### config.mk
export PLATFORM = sky130hd
export DESIGN_NAME = hazard_stall_ctrl
export DESIGN_NICKNAME = d
export VERILOG_FILES = /design/src/rtl/hazard_stall_ctrl.sv
export SDC_FILE = /design/constraint.sdc
export NUM_CORES = 1
export LEC_CHECK = 0
export ABC_AREA = 1
export CELL_PAD_IN_SITES_DETAIL_PLACEMENT = 2
export CELL_PAD_IN_SITES_GLOBAL_PLACEMENT = 2
export CORE_UTILIZATION = 28
export DETAILED_ROUTE_END_ITERATION = 12
export PLACE_DENSITY_LB_ADDON = 0.1
export SETUP_SLACK_MARGIN = 0.02
export SLEW_MARGIN = 10
export SYNTH_ARGS = -nofsm -noshare
export SYNTH_HDL_FRONTEND = slang
export SYNTH_SLANG_ARGS = --single-unit
### constraint.sdc
create_clock -name clk_i -period 3.94 [get_ports clk_i]
set_clock_uncertainty 0.15 [all_clocks]
set_input_delay 0.985 -clock clk_i [delete_from_list [all_inputs] [get_ports clk_i]]
set_output_delay 0.985 -clock clk_i [all_outputs]
set_load 0.005 [all_outputs]
### src/rtl/hazard_stall_ctrl.sv
// rtl/hazard_stall_ctrl.sv - load-use stall, branch flush and dcache-miss freeze sequencing
module hazard_stall_ctrl #(
  parameter int CNT_W   = 16,
  parameter int TIMEOUT = 64
) (
  input  logic             clk_i,
  input  logic             rst_i,
  input  logic [4:0]       ID_rs_1,
  input  logic [4:0]       ID_rs_2,
  input  logic             EX_MemRead,
  input  logic [4:0]       EX_rd,
  input  logic             ID_branch_taken,
  input  logic             MEM_mem_req,
  input  logic             dcache_stall_i,
  input  logic             dcache_ack_i,
  output logic             PC_write,
  output logic             IFID_write,
  output logic             IFID_flush,
  output logic             IDEX_bubble,
  output logic             pipe_freeze,
  output logic             timeout_o,
  output logic [CNT_W-1:0] stall_cnt,
  output logic [CNT_W-1:0] miss_cnt
);

  localparam int WAIT_W = (TIMEOUT > 1) ? $clog2(TIMEOUT) : 1;
  localparam logic [WAIT_W-1:0] WAIT_LAST = (TIMEOUT == 0) ? '0 : WAIT_W'(TIMEOUT - 1);

  typedef enum logic {RUN, MEM_WAIT} state_t;

  state_t            r_state, w_next_state;
  logic [WAIT_W-1:0] r_wait_cnt;
  logic [CNT_W-1:0]  r_stall_cnt;
  logic [CNT_W-1:0]  r_miss_cnt;
  logic              r_timeout;

  logic w_miss_start;
  logic w_freeze;
  logic w_load_use;
  logic w_timeout_hit;

  assign w_miss_start  = (r_state == RUN) & MEM_mem_req & dcache_stall_i;
  assign w_freeze      = w_miss_start | ((r_state == MEM_WAIT) & ~dcache_ack_i);
  // A frozen pipeline is not advancing, so a load-use bubble would be meaningless.
  assign w_load_use    = EX_MemRead & (EX_rd != 5'd0) &
                         ((EX_rd == ID_rs_1) | (EX_rd == ID_rs_2)) & ~w_freeze;
  assign w_timeout_hit = (TIMEOUT != 0) && (r_wait_cnt == WAIT_LAST);

  always_comb begin
    w_next_state = r_state;
    case (r_state)
      RUN:      if (w_miss_start) w_next_state = MEM_WAIT;
      MEM_WAIT: if (dcache_ack_i) w_next_state = RUN;
      default:  w_next_state = RUN;
    endcase
  end

  always_comb begin
    PC_write    = 1'b1;
    IFID_write  = 1'b1;
    IFID_flush  = 1'b0;
    IDEX_bubble = 1'b0;
    pipe_freeze = 1'b0;
    if (rst_i) begin
      PC_write    = 1'b0;
      IFID_write  = 1'b0;
      IFID_flush  = 1'b1;
      IDEX_bubble = 1'b1;
    end else if (w_freeze) begin
      PC_write    = 1'b0;
      IFID_write  = 1'b0;
      pipe_freeze = 1'b1;
    end else if (w_load_use) begin
      // Branch flush is withheld: the branch re-resolves once the load data forwards.
      PC_write    = 1'b0;
      IFID_write  = 1'b0;
      IDEX_bubble = 1'b1;
    end else if (ID_branch_taken) begin
      IFID_flush  = 1'b1;
    end
  end

  always_ff @(posedge clk_i) begin
    if (rst_i) begin
      r_state     <= RUN;
      r_wait_cnt  <= '0;
      r_stall_cnt <= '0;
      r_miss_cnt  <= '0;
      r_timeout   <= 1'b0;
    end else begin
      r_state <= w_next_state;
      if (w_miss_start) begin
        r_wait_cnt <= '0;
        if (r_miss_cnt != '1) r_miss_cnt <= r_miss_cnt + CNT_W'(1);
      end else if ((r_state == MEM_WAIT) && !dcache_ack_i) begin
        if (w_timeout_hit) r_timeout <= 1'b1;
        if (r_wait_cnt != '1) r_wait_cnt <= r_wait_cnt + WAIT_W'(1);
      end
      if ((w_freeze || w_load_use) && (r_stall_cnt != '1))
        r_stall_cnt <= r_stall_cnt + CNT_W'(1);
    end
  end

  assign timeout_o = r_timeout;
  assign stall_cnt = r_stall_cnt;
  assign miss_cnt  = r_miss_cnt;

endmodule

---- Word-level counts from Yosys, hierarchy flattened ----
Cells that the tools add are included.
cells by class
  add/sub/neg operators ................... 3
  equal/unequal tests ..................... 6
  mux-type cells .......................... 15
  bitwise operators ....................... 12
  reductions and logical operators ........ 9
operators with widths
  kind                                           count
  adder 16 x 1 -> 16 bit, second input constant  2
  != test 16 bit, second input constant          2
  2-to-1 mux 1 bit                               14
  == test 5 bit                                  2
  adder 6 x 1 -> 6 bit, second input constant    1
  bitwise AND 1 bit                              6
  == test 6 bit, second input constant           1
  != test 6 bit, second input constant           1
  nonzero test 5 bit                             1
  inverter 1 bit                                 4
  AND reduction 2 bit                            2
  AND reduction 3 bit                            1
  logical AND 1 bit                              2
  OR 1 bit                                       2
  one-hot mux 1 bit (2 select lines)             1
  OR reduction 2 bit                             1
  zero test 1 bit                                1
  logical OR 1 bit                               1
word-level totals
  bits in registers ....................... 40
  bits of input ports ..................... 22
  output and inout port bits .............. 38

---- Logic depth before layout (Yosys ltp) ----
Gate-level depths: netlist of the first run.
  word-level depth ........................ 9
  gate-level depth with buffers ........... 12
  mapped depth without buffers ............ 12

---- Worst setup path before layout of the first run ----
OpenSTA, ideal clock, no wires.
  path kind ............................... in2out
  start ................................... input EX_rd[1]
  end ..................................... output PC_write
  arrival time ............................ 1919 ps
  path slack .............................. 886 ps
  cell stages on the path ................. 9
  path buffers ............................ 2
  cells stage by stage .................... inv_1 -> nand4_1 -> o21ai_0 -> inv_1 -> nand2_1 -> nand2_2 -> buf_4 -> nor2_1 -> buf_4
on the way
  longest elaborated chain between the ends .. 7
ends and longest elaborated chain
  item                                                        line    text
  from (decl)                                                 11      input logic [4:0] EX_rd,
  == test 5 bit / nonzero test 5 bit (equally long branches)  46, 45
  OR 1 bit / bitwise AND 1 bit (equally long branches)        46, 45
  bitwise AND 1 bit (*)                                       45      assign w_load_use = EX_MemRead & (EX_rd != 5'd0) &
  bitwise AND 1 bit (*)                                       46      ((EX_rd == ID_rs_1) | (EX_rd == ID_rs_2)) & ~w_freeze;
  2-to-1 mux 1 bit (*) (3 in series)                          --
  to (decl)                                                   16      output logic PC_write,
Mark *: on every way between the ends. The rest lies on a longest branch, timed or not.

---- Worst setup path after layout of the first run ----
  start ................................... input EX_rd[0]
  end ..................................... output IFID_flush
on the way
  longest elaborated chain between the ends .. 7
ends and longest elaborated chain
  item                                                        line    text
  == test 5 bit / nonzero test 5 bit (equally long branches)  46, 45
  OR 1 bit / bitwise AND 1 bit (equally long branches)        46, 45
  bitwise AND 1 bit (*)                                       45
  bitwise AND 1 bit (*)                                       46
  2-to-1 mux 1 bit (*)                                        73      end else if (w_load_use) begin
  2-to-1 mux 1 bit (*)                                        69      end else if (w_freeze) begin
  2-to-1 mux 1 bit (*)                                        64      if (rst_i) begin
  to (decl)                                                   18      output logic IFID_flush,
Marked as above.

==> run_results.csv, run 1 <==
group,metric,value,unit
routing,wl_per_cell,13.78,microns
die,die_w,94.92,microns
layout,layout_common_cells,"nand2_1 (87), clkdlybuf4s50_1 (55), nor2_1 (50), inv_1 (49), dfxtp_1 (40)",
routing,vias_per_cell,4.773,
synthesis,synth.distinct_cells,36,
sta,drv_slew,0,
synthesis,synthFlopType,"dfxtp_1",
placed_design,port_buffers,59,
sta,tightest_slew,0.3469,ns
outcome,status,"completed",
grt,first_global_vias,2621,
cts,hold_buffers,0,
grt,use_met1,0.2070,
worst_setup_path,cpLargestDelayFamily,"buffers and inverters",
grt,grt_pass1_wl,12.07,mm
run,maxCapViolCount,0,
routing,first_iter_violations,46,
worst_setup_path,cp_slowest_cell,"clkdlybuf4s50_1",
routing,drtAntennaViolNets,0,
worst_setup_path,cp_slowest_stage_delay,0.54,ns
power,leakage,1.426,nW
grt,top_usage_layer,"met2",
die,rows,33,
synthesis,synthArstFlopShare,0,
sta,tns,0,ns
sta,max_clock_freq,268.4,MHz
die,die_area,9009,sq um
worst_setup_path,cp_cell_sequence,"clkdlybuf4s50_1 > nor2_1 > nor2_1 > nor2_1 > nand3_1 > nand2_1 > nand2_2 > nand3_1 > nand2_1 > clkdlybuf4s50_1",
cts,root_buffer,"clkbuf_8",
routing,vias,2563,
synthesis,ys_seq_elements,40,
power,peakVddDrop,0.1299,mV
placed_design,gp_congestion,0.7078,
worst_setup_path,worst-path-buf-inv,2,
synthesis,syn_area,2417,sq um
die,ioPinCount,60,
layout,syn_to_final_growth,33.44,%
die,die_y,94.92,microns
synthesis,seq_area_frac_synth,0.3313,
layout,fin_nets,456,
layout,antenna_cells,0,
worst_setup_path,arrival,2.59,ns
grt,antenna_found_initial,0,
min_path,hold_class,"flip-flop to flip-flop",
power,p_per_area,275.2,nW/um^2
synthesis,syn-instance-count,370,
synthesis,ys_warn_count,0,
grt,met2_usage,0.3124,
sta,maxSlewHeadroom,0.7688,
routing,first_pass_iters,4,
worst_setup_path,crit_path_end_kind,"output port",
die,initial_core_util,0.2913,
sta,finalCritPeriodShare,0.9458,
worst_setup_path,crit_fanout,4,
placed_design,dp_slack,0.04767,ns
sta,min_period,3.726,ns
layout,layout_commonest_cell,"nand2_1",
layout,fillCellCount,1035,
sta,rsz0062_at_grt,"false",
grt,met3_usage,0.02979,
cts,htree_levels,2,
routing,routed_wl,7.402,mm
cts,numClockSinks,40,
placed_design,dp_hpwl,5.728,mm
synthesis,syn-num-nets,395,
cts,cts_tree,"built",
worst_setup_path,rrSetupSlack,1.82,ns
synthesis,synth.avg_cell_area,6.533,sq um
die,coreArea,8299,sq um
sta,finalSetupViolCount,0,
worst_setup_path,crit_path_frequent_cell,"nor2_1",
worst_setup_path,cp-start-kind,"input pin",
grt,grt_remaining_overflow,0,
layout,fin_util,0.3887,
layout,drive_above_1_share,0.09954,
cts,clkLatencyLatePin,0.30,ns
synthesis,synth_edf_count,0,
cts,clock_path_buffers,2,
sta,setup_ws,0.2135,ns
placed_design,dp.cells,529,
grt,grtUsageTotal,0.1714,
worst_setup_path,crit_required,2.80,ns
cts,cts.reportedPaths.clkPinSlew,0.10,ns
layout,final_cell_count_no_fill,537,
sta,hold_violations,0,
cts,cts_buffers,5,
cts,postCtsSetupBuffers,0,
worst_setup_path,setup.worst_path.class,"input pin to output port",
grt,grt_max_degree,32,
routing,drcViolationCount,0,
[Yosys cell counts, types with 2 or more instances]
master	instances	area [sq um]
nand2_1	88	330.3
nor2_1	50	187.7
inv_1	49	183.9
dfxtp_1	40	800.8
nand3_1	33	165.2
a21oi_1	28	140.1
o21ai_0	10	50.05
inv_2	7	26.28
nor3_1	7	35.03
buf_4	6	45.04
nand3_2	6	60.06
xor2_1	5	43.79
nand2_2	4	25.02
nand4_1	4	25.02
nor2_2	4	25.02
ha_1	3	37.54
xnor2_1	3	26.28
and3_1	2	12.51
buf_6	2	22.52
nand3b_1	2	15.01
nor3b_2	2	25.02
[path summary, 6_finish.rpt]
kind                                    to  depth (start not counted)                     start
hold / removal      timeout_o$_SDFFE_PP0P_                          2    timeout_o$_SDFFE_PP0P_
setup / recovery                IFID_flush                         10                  EX_rd[0]
setup reg to reg  miss_cnt[5]$_SDFFE_PP0P_                          9  miss_cnt[0]$_SDFFE_PP0P_
hold reg to reg     timeout_o$_SDFFE_PP0P_                          2    timeout_o$_SDFFE_PP0P_
[logic make-up after synthesis]
group | after synthesis | synth area share
AOI/OAI and AO/OA | 43 | 0.09420
DFF | 40 | 0.3313
buffers and inverters | 66 | 0.1180
xor gates and xnor gates | 8 | 0.02899
and+or+nand+nor | 210 | 0.4120
adders and majority gates | 3 | 0.01553
[flip-flops by register name, indices dropped and copies added, names as in the netlist]
signal and count:
r_wait_cnt 6, miss_cnt 16, stall_cnt 16, r_state 1
timeout_o 1
[worst reg2reg max path: stages, from the launching register on]
cell and delay (ns):
dfxtp_1 0.42, ha_1 0.24, nand3_1 0.17, nor2_4 0.21
nand3_2 0.08, nand2_2 0.23, inv_2 0.19, nand3_1 0.14
o21ai_0 0.08, nor2_1 0.13
[power by group]
group,total (mW),switching [mW],internal [mW]
combinational,0.112,0.0591,0.0532
sequential,0.415,0.00583,0.409
clock,0.360,0.169,0.191
[per-stage QoR]
| stage | power [mW] | instance area (sq um) | hold slack [ns] |
|---|---|---|---|
| after floorplan | 0.4848 | 2417 | 0.2966 |
| after detailed placement | 0.5393 | 3098 | 0.3180 |
| after global routing | 0.9310 | 3226 | 0.3591 |
| after global placement | 0.5345 | 3098 | 0.2997 |
| final | 0.8877 | 3226 | 0.3418 |
| after CTS | 0.9043 | 3213 | 0.3381 |
[cell type report]
| class | count | area, sq um | area share |
|---|---|---|---|
| Inverter | 57 | 214.0 | 0.06633 |
| Clock buffer | 5 | 68.82 | 0.02133 |
| Sequential cell | 40 | 800.8 | 0.2483 |
| Clock inverter | 3 | 46.29 | 0.01435 |
| Tap cell | 105 | 131.4 | 0.04073 |
| Multi-Input combinational cell | 264 | 1334 | 0.4135 |
| Timing Repair Buffer | 63 | 630.6 | 0.1955 |
[per-layer routing]
metal  vias up  wire length [microns]
met4         0                     55
met1      1235                   3378
met2        39                   3701
met3         4                    267
met5         -                      0
li1       1285                      -
[what timing repair did]
item	in CTS	in global routing
resized for setup	0	6
endpoints found under the hold margin	0	0
endpoints found under the setup margin	0	4
Power figures use the tool's default switching activity.
==> inputs of run 2 (changes only) <==
--- a/config.mk
+++ b/config.mk
@@ -8,8 +8,11 @@
 export ABC_AREA = 1
 export CELL_PAD_IN_SITES_DETAIL_PLACEMENT = 2
 export CELL_PAD_IN_SITES_GLOBAL_PLACEMENT = 2
-export CORE_UTILIZATION = 28
+export CORE_ASPECT_RATIO = 0.7
+export CORE_UTILIZATION = 35
 export DETAILED_ROUTE_END_ITERATION = 12
+export DONT_BUFFER_PORTS = 1
+export HOLD_SLACK_MARGIN = 0.08
 export PLACE_DENSITY_LB_ADDON = 0.1
 export SETUP_SLACK_MARGIN = 0.02
 export SLEW_MARGIN = 10
==> run_results.csv, run 2 (synthesis results as in run 1) <==
group,metric,value,unit
outcome,status,"completed",
power,peakVddDrop,0.1325,mV
cts,cts_tree,"built",
routing,vias,2323,
layout,fin_nets,395,
routing,drcViolationCount,0,
sta,tns,0,ns
layout,drive_above_1_share,0.1051,
layout,layout_common_cells,"nand2_1 (88), nor2_1 (50), inv_1 (49), dfxtp_1 (40), nand3_1 (33)",
sta,setup_ws,1.021,ns
cts,cts_buffers,5,
die,ioPinCount,60,
grt,antenna_found_initial,0,
routing,m1WireLength,3.406,mm
worst_setup_path,crit_path_end_kind,"output port",
routing,wl_met2,3.044,mm
routing,top_layer,"met4",
die,coreArea,6456,sq um
grt,grt_remaining_overflow,0,
placed_design,dp_slack,0.9857,ns
sta,drv_slew,0,
placed_design,placed_area,2475,sq um
grt,grt_max_degree,32,
sta,hold_violations,0,
grt,grtUsageTotal,0.2052,
sta,finalCritPeriodShare,0.7409,
worst_setup_path,crit_required,2.80,ns
worst_setup_path,cp-start-kind,"input pin",
routing,first_iter_violations,71,
routing,vias_per_cell,5.028,
layout,syn_to_final_growth,6.832,%
placed_design,dp_hpwl,5.371,mm
sta,tightest_slew,0.3237,ns
placed_design,gp_congestion,0.7465,
cts,root_buffer,"clkbuf_8",
die,die_area,7248,sq um
worst_setup_path,arrival,1.78,ns
min_path,hold_class,"flip-flop to flip-flop",
sta,finalSetupViolCount,0,
sta,rsz0062_at_grt,"false",
sta,max_clock_freq,342.6,MHz
sta,min_period,2.919,ns
power,p_per_area,320.5,nW/um^2
routing,routed_wl,6.839,mm
layout,layout_commonest_cell,"nand2_1",
die,rows,24,
grt,grt_pass1_wl,11.59,mm
cts,clock_path_buffers,2,
cts,hold_buffers,0,
placed_design,port_buffers,0,
cts,cts_resized,0,
power,power,0.8277,mW
routing,first_pass_iters,4,
die,initial_core_util,0.3744,
routing,route.met3.wl,326,microns
layout,antenna_cells,0,
cts,htree_levels,2,
sta,whs,0.3241,ns
worst_setup_path,setup.worst_path.class,"input pin to output port",
layout,fin_area,2582,sq um
cts,numClockSinks,40,
cts,clkLatencyLatePin,0.30,ns
worst_setup_path,crit_fanout,3,
die,die_w,101.3,microns
run,maxCapViolCount,0,
die,die_y,71.53,microns
routing,drtAntennaViolNets,0,
layout,fillCellCount,815,
power,leakage,1.159,nW
grt,first_global_vias,2418,
cts,postCtsSetupBuffers,0,
cts,cts.reportedPaths.clkPinSlew,0.08,ns
routing,wl_per_cell,14.80,microns
sta,maxSlewHeadroom,0.7825,
run 2: worst max-delay path, stage by stage:
cell and delay (ns):
inv_1 0.07, nand4_1 0.08, o21ai_0 0.15, inv_1 0.05, nand2_1 0.11, nand2_2 0.08, nor2_1 0.25
run 2: power by group:
| part | internal [mW] | switching, mW | total (mW) |
|---|---|---|---|
| logic | 0.0220 | 0.0463 | 0.0683 |
| clock network | 0.188 | 0.155 | 0.343 |
| registers | 0.409 | 0.00737 | 0.417 |
run 2: final timing paths:
check	from	endpoint	slack [ns]	cells past startpoint
worst min-delay path	timeout_o$_SDFFE_PP0P_	timeout_o$_SDFFE_PP0P_	0.32	2
worst max-delay path	EX_rd[1]	IFID_write	1.02	7
worst min register to register	timeout_o$_SDFFE_PP0P_	timeout_o$_SDFFE_PP0P_	0.32	2
worst max register to register	miss_cnt[0]$_SDFFE_PP0P_	miss_cnt[5]$_SDFFE_PP0P_	1.77	9
run 2: stage by stage:
stage	util	std cells
2_1_floorplan	-	370
3_3_place_gp	0.3833	454
3_5_place_dp	0.3833	454
4_1_cts	0.4000	462
5_1_grt	0.4000	462
6_report	0.4000	462
run 2: final cells by class:
class	instances	area, sq um	area share
Multi-Input combinational cell	264	1331	0.5155
Sequential cell	40	800.8	0.3101
Timing Repair Buffer	2	15.01	0.005814
Tap cell	91	113.9	0.04409
Inverter	57	214.0	0.08285
Clock buffer	6	72.57	0.02810
Clock inverter	2	35.03	0.01357
run 2: per-layer routing:
layer,up-vias,track usage
li1,1167,-
met1,1105,0.2780
met2,45,0.3212
met3,6,0.05854
met4,0,0.05314
met5,-,0
